$ cat config.mk
export PLATFORM = sky130hd
export DESIGN_NAME = spi_regfile_peripheral
export DESIGN_NICKNAME = d
export VERILOG_FILES = /design/src/rtl/spi_regfile_pkg.sv /design/src/rtl/spi_sync_edge.sv /design/src/rtl/spi_regfile_peripheral.sv
export SDC_FILE = /design/constraint.sdc
export NUM_CORES = 1
export LEC_CHECK = 0
export ABC_AREA = 1
export CAP_MARGIN = 20
export CORE_MARGIN = 1
export CORE_UTILIZATION = 60
export CTS_BUF_LIST = sky130_fd_sc_hd__clkbuf_8
export CTS_CLUSTER_DIAMETER = 30
export CTS_CLUSTER_SIZE = 30
export DETAILED_ROUTE_END_ITERATION = 10
export PLACE_DENSITY = 0.86
export SLEW_MARGIN = 20
export SYNTH_ARGS = -nofsm -noshare
export SYNTH_HDL_FRONTEND = slang
export SYNTH_HIERARCHICAL = 1
export SYNTH_SLANG_ARGS = --single-unit
$ cat constraint.sdc
create_clock -name clk -period 4 [get_ports clk]
set_input_delay 0.6 -clock clk [delete_from_list [all_inputs] [get_ports clk]]
set_output_delay 0.6 -clock clk [all_outputs]
set_load 0.01 [all_outputs]
$ cat src/rtl/spi_regfile_pkg.sv
// Shared definitions for the SPI register-file peripheral: FSM state encoding,
// R/W bit values and the frame-length helper.
// No logic; imported by spi_regfile_peripheral.
package spi_regfile_pkg;

    typedef enum logic [2:0] {
        ST_IDLE = 3'd0,   // waiting for chip select
        ST_CMD  = 3'd1,   // shifting R/W bit and address
        ST_DATA = 3'd2,   // shifting data field
        ST_DONE = 3'd3,   // frame complete, waiting for ncs rise
        ST_ERR  = 3'd4    // frame too long, discard on ncs rise
    } spi_state_t;

    localparam logic RW_WRITE = 1'b1;
    localparam logic RW_READ  = 1'b0;

    // Total frame length: R/W bit + address + data.
    function automatic int frame_w(input int addr_w, input int data_w);
        return 1 + addr_w + data_w;
    endfunction

endpackage

$ cat src/rtl/spi_sync_edge.sv
// Two-flop synchroniser followed by one history flop for edge detection.
// Ports: clk, rst_n (async active-low), d (async input);
//        level (synchronised d), rise/fall (1-clk pulses on synchronised edges).
module spi_sync_edge #(
    parameter logic RST_VAL = 1'b0   // idle level of the input, avoids a false edge out of reset
) (
    input  logic clk,
    input  logic rst_n,
    input  logic d,
    output logic level,
    output logic rise,
    output logic fall
);

    // sh[0], sh[1] form the synchroniser; sh[2] is the previous synchronised value.
    logic [2:0] sh;

    always_ff @(posedge clk or negedge rst_n) begin
        if (!rst_n) begin
            sh <= {3{RST_VAL}};
        end else begin
            sh <= {sh[1:0], d};
        end
    end

    assign level = sh[1];
    assign rise  = sh[1] & ~sh[2];
    assign fall  = ~sh[1] & sh[2];

endmodule

$ cat src/rtl/spi_regfile_peripheral.sv
// SPI mode-0 target giving a host read/write access to a bank of control registers.
// Frame: R/W (1 = write), ADDR_W address bits, DATA_W data bits, MSB first; writes commit on ncs rise.
// Ports: clk, rst_n, sclk/copi/ncs (SPI in), cipo/cipo_oe (SPI out), regs_o (flat bank),
//        wr_stb (per-register commit pulse), frame_err (discarded-frame pulse).
// Optional feature: SPI_READBACK_EN enables the read path (cipo shifter); without it
// cipo/cipo_oe are tied low and read frames are consumed silently.
module spi_regfile_peripheral
    import spi_regfile_pkg::*;
#(
    parameter int                NUM_REGS  = 5,
    parameter int                ADDR_W    = 7,
    parameter int                DATA_W    = 8,
    parameter logic [DATA_W-1:0] RESET_VAL = '0
) (
    input  logic                       clk,
    input  logic                       rst_n,
    input  logic                       sclk,
    input  logic                       copi,
    input  logic                       ncs,
    output logic                       cipo,
    output logic                       cipo_oe,
    output logic [NUM_REGS*DATA_W-1:0] regs_o,
    output logic [NUM_REGS-1:0]        wr_stb,
    output logic                       frame_err
);

    localparam int FRAME_W = frame_w(ADDR_W, DATA_W);
    localparam int CNT_W   = $clog2(FRAME_W + 1);
    localparam logic [ADDR_W:0] NUM_REGS_L = NUM_REGS[ADDR_W:0];

    // ---------------- synchronisers ----------------
    logic sclk_lvl, sclk_rise, sclk_fall;
    logic copi_lvl, copi_rise, copi_fall;
    logic ncs_lvl,  ncs_rise,  ncs_fall;

    spi_sync_edge #(.RST_VAL(1'b0)) u_sync_sclk (
        .clk(clk), .rst_n(rst_n), .d(sclk),
        .level(sclk_lvl), .rise(sclk_rise), .fall(sclk_fall));

    spi_sync_edge #(.RST_VAL(1'b0)) u_sync_copi (
        .clk(clk), .rst_n(rst_n), .d(copi),
        .level(copi_lvl), .rise(copi_rise), .fall(copi_fall));

    // ncs idles high, so its synchroniser resets high to avoid a spurious edge.
    spi_sync_edge #(.RST_VAL(1'b1)) u_sync_ncs (
        .clk(clk), .rst_n(rst_n), .d(ncs),
        .level(ncs_lvl), .rise(ncs_rise), .fall(ncs_fall));

    // Only edges of sclk/ncs and the level of copi drive the frame logic.
    logic sync_unused;
`ifdef SPI_READBACK_EN
    assign sync_unused = &{sclk_lvl, copi_rise, copi_fall};
`else
    assign sync_unused = &{sclk_lvl, copi_rise, copi_fall, ncs_lvl};
`endif

    // ---------------- frame state ----------------
    spi_state_t         state;
    logic [CNT_W-1:0]   bit_cnt;
    logic [ADDR_W-1:0]  cmd_sr;     // previous ADDR_W command bits
    logic [DATA_W-1:0]  data_sr;
    logic               rw;
    logic [ADDR_W-1:0]  addr;
    logic [DATA_W-1:0]  regs [NUM_REGS];

    // Command word including the bit being sampled now; used on the last CMD edge
    // so rw/addr (and the read value) are available without an extra cycle.
    logic [ADDR_W:0]    cmd_nx;
    assign cmd_nx = {cmd_sr, copi_lvl};

    logic addr_ok;
    assign addr_ok = ({1'b0, addr} < NUM_REGS_L);

`ifdef SPI_READBACK_EN
    logic [DATA_W-1:0] rd_buf;
    logic [DATA_W-1:0] rd_val;

    // Out-of-range reads return zero.
    always_comb begin
        rd_val = '0;
        for (int i = 0; i < NUM_REGS; i++) begin
            if (cmd_nx[ADDR_W-1:0] == ADDR_W'(i)) begin
                rd_val = regs[i];
            end
        end
    end
`else
    assign cipo    = 1'b0;
    assign cipo_oe = 1'b0;
`endif

    always_ff @(posedge clk or negedge rst_n) begin
        if (!rst_n) begin
            state     <= ST_IDLE;
            bit_cnt   <= '0;
            cmd_sr    <= '0;
            data_sr   <= '0;
            rw        <= 1'b0;
            addr      <= '0;
            wr_stb    <= '0;
            frame_err <= 1'b0;
            for (int i = 0; i < NUM_REGS; i++) begin
                regs[i] <= RESET_VAL;
            end
`ifdef SPI_READBACK_EN
            cipo      <= 1'b0;
            cipo_oe   <= 1'b0;
            rd_buf    <= '0;
`endif
        end else begin
            wr_stb    <= '0;
            frame_err <= 1'b0;
`ifdef SPI_READBACK_EN
            cipo_oe   <= ~ncs_lvl;
`endif
            if (ncs_rise) begin
                // End of frame: commit or discard, always back to IDLE.
                state <= ST_IDLE;
`ifdef SPI_READBACK_EN
                cipo  <= 1'b0;
`endif
                case (state)
                    ST_CMD, ST_DATA, ST_ERR: frame_err <= 1'b1;
                    ST_DONE: begin
                        unique case (rw)
                            RW_WRITE: begin
                                if (addr_ok) begin
                                    for (int i = 0; i < NUM_REGS; i++) begin
                                        if (addr == ADDR_W'(i)) begin
                                            regs[i]   <= data_sr;
                                            wr_stb[i] <= 1'b1;
                                        end
                                    end
                                end else begin
                                    frame_err <= 1'b1;
                                end
                            end
                            RW_READ: ;  // a correctly sized read ends cleanly
                        endcase
                    end
                    default: ;
                endcase
            end else if (ncs_fall && state == ST_IDLE) begin
                state   <= ST_CMD;
                bit_cnt <= '0;
                cmd_sr  <= '0;
                data_sr <= '0;
            end else if (sclk_rise) begin
                case (state)
                    ST_CMD: begin
                        cmd_sr <= cmd_nx[ADDR_W-1:0];
                        if (bit_cnt == CNT_W'(ADDR_W)) begin
                            rw      <= cmd_nx[ADDR_W];
                            addr    <= cmd_nx[ADDR_W-1:0];
                            bit_cnt <= '0;
                            state   <= ST_DATA;
`ifdef SPI_READBACK_EN
                            // MSB goes out straight away so it is valid for the first data edge.
                            if (cmd_nx[ADDR_W] == RW_READ) begin
                                rd_buf <= rd_val;
                                cipo   <= rd_val[DATA_W-1];
                            end
`endif
                        end else begin
                            bit_cnt <= bit_cnt + 1'b1;
                        end
                    end
                    ST_DATA: begin
                        data_sr <= {data_sr[DATA_W-2:0], copi_lvl};
                        if (bit_cnt == CNT_W'(DATA_W - 1)) begin
                            state <= ST_DONE;
`ifdef SPI_READBACK_EN
                            cipo  <= 1'b0;
`endif
                        end else begin
                            bit_cnt <= bit_cnt + 1'b1;
                        end
                    end
                    ST_DONE: state <= ST_ERR;
                    default: ;
                endcase
`ifdef SPI_READBACK_EN
            end else if (sclk_fall && state == ST_DATA && rw == RW_READ) begin
                // The falling edge that closes the command phase precedes any data
                // sample, so the MSB is held there; later falls advance one bit.
                if (bit_cnt != '0) begin
                    cipo   <= rd_buf[DATA_W-2];
                    rd_buf <= rd_buf << 1;
                end
`endif
            end
        end
    end

    for (genvar g = 0; g < NUM_REGS; g++) begin : g_regs_o
        assign regs_o[g*DATA_W +: DATA_W] = regs[g];
    end

endmodule
==> flow_summary.json <==
{
  "cpMaxStageDelayCell": "dfstp_2",
  "fmax_mhz": 486,
  "clkSinkCount": 85,
  "period_minus_slack_ps": 2060,
  "power_per_cell_area_nw_per_um2": 451,
  "grt_max_degree": 86,
  "die_w_um": 79.1,
  "ir_worst_vdd_mv": 0.463,
  "gr-usage-all-layers_pct": 26.0,
  "slew_headroom_pct": 50.6,
  "crit_type": "reg2reg",
  "worst_pin_slew_ps": 740,
  "dr.pass1.iters": 4,
  "dieHeight_um": 79.1,
  "vias": 2775,
  "cts_tree": "built",
  "drc_errors": 0,
  "clk_transition_reported_paths_ps": 80,
  "syn_avg_cell_area_um2": 8.80,
  "die-area_um2": 6250,
  "core_um2": 5610,
  "via_per_inst": 5.18,
  "grt_antenna_before_repair": 0,
  "post_drt_wl_per_cell_um": 13.5,
  "routed_wl_um": 7220,
  "worstPathRequired_ps": 4240,
  "cts_inserted_buffers": 9,
  "fill_cells": 417,
  "ctsResizeCount": 0,
  "crit_buf_inv": 3,
  "rsz0062_at_grt": "false",
  "ant_nets": 0,
  "drive_gt1_share_pct": 9.27,
  "yosysWarnings": 6,
  "cts_root_buf": "clkbuf_8",
  "setup_viol": 0,
  "cp_top_family": "simple AND/OR/NAND/NOR gates",
  "max_stage_delay_ps": 550,
  "ios": 53,
  "rows": 27,
  "hold_violations": 0,
  "area_growth_pct": 20.6,
  "drt_iter0_drc": 232,
  "grt_pass1_vias": 2677,
  "cts_setup_buffers": 0,
  "grt_pass1_wl_um": 12200,
  "clk_path_buf_depth": 2,
  "netlist_area_um2": 3560,
  "leakagePower_nw": 2.17,
  "fin_setup_tns_ps": 0,
  "htreeDepth": 3,
  "dp_hpwl_um": 5020,
  "start_util_pct": 63.5,
  "diodes": 0,
  "critPathCaptureType": "flop",
  "cap_violations": 0,
  "gp_congestion": 0.857,
  "dpl_cell_area_um2": 4110,
  "crit_fanout": 16,
  "holdBufCountCts": 0,
  "outcome": "finished clean",
  "io_buffer_count": 50,
  "worstPathArrival_ps": 2300,
  "final_area_um2": 4300,
  "insertion_delay_ps": 360,
  "synth_cells": 405,
  "fin_hold_ws_ps": 268,
  "crit_chain": "inv_1 > nor2_1 > nand2_1 > inv_2 > nand2_1 > nor2_1 > nand2_2 > o21ai_1 > inv_1",
  "nNetsFinal": 465,
  "fin_skew_ps": 12.7,
  "period_share_pct": 51.5,
  "final_max_slew_viol_count": 0,
  "overflow": 0,
  "hp-class": "in2async",
  "setup.worst_path.start_class": "flop"
}
routing by layer:
| metal | wire length (um) | part of all wire [%] | track usage, % |
|---|---|---|---|
| met1 | 3300 | 46 | 34.6 |
| met2 | 3420 | 47 | 40.9 |
| met3 | 306 | 4.2 | 4.48 |
| met4 | 185 | 2.6 | 14.2 |
| met5 | 0 | 0 | 0 |
sequential cells by signal, summed over array words and instances (netlist names):
name            flops
rw                  1
cmd_sr              7
regs_o             40
u_sync_sclk/sh      3
bit_cnt             5
addr                7
data_sr             8
state               3
u_sync_ncs/sh       3
wr_stb              5
u_sync_copi/sh      2
frame_err           1
through the flow:
stage / power (mW) / util, % / std cells / setup WS (ps)
floorplan: 1.27 / - / 406 / 2300
global placement: 1.36 / 73.2 / 520 / 1890
detailed placement: 1.38 / 73.2 / 520 / 1750
CTS: 1.93 / 76.6 / 536 / 1730
global route: 2.03 / 76.7 / 536 / 1750
finish: 1.94 / 76.7 / 536 / 1940
worst paths after layout:
kind,start,endpoint,slack [ps],cells after the start
hold reg to reg,u_sync_copi/sh[0],u_sync_copi/sh[1],350,0
setup / recovery,u_sync_ncs/sh[1],regs_o[26],1940,9
min in group clk,u_sync_copi/sh[0],u_sync_copi/sh[1],350,0
setup reg to reg,u_sync_ncs/sh[1],regs_o[26],1940,9
hold / removal,rst_n,bit_cnt[2],270,1
max in group asynchronous,rst_n,frame_err,3210,1
cell type report:
type / count / area (um2) / share of cell area, %
inverter: 50 / 188 / 4.37
sequential: 85 / 2130 / 49.6
clock buffer: 10 / 138 / 3.20
timing repair buffer: 50 / 502 / 11.7
tap: 72 / 90.1 / 2.10
clock inverter: 6 / 47.5 / 1.11
multi-input combinational: 263 / 1200 / 28.0
power breakdown:
part	total, mW	internal, mW	switching, mW	leakage [nW]
Clock	0.562	0.245	0.317	0.0811
Sequential	1.02	0.930	0.0849	1.15
Combinational	0.362	0.108	0.254	0.932
Total	1.94	1.28	0.656	2.17
layout by cell type, fill, tap and decap left out, drive strengths merged:
master and instances:
dfrtp 82, ha 1, clkdlybuf4s50 49, clkinvlp 4, buf 1, conb 2, a21oi 3, nand2 137
nand3 36, nor2 32, xor2 2, inv 51, clkbuf 10, o21ai 41, dfstp 3, o21bai 5
nor3 4, clkinv 1
No activity file was read; power rests on OpenSTA's default activity.
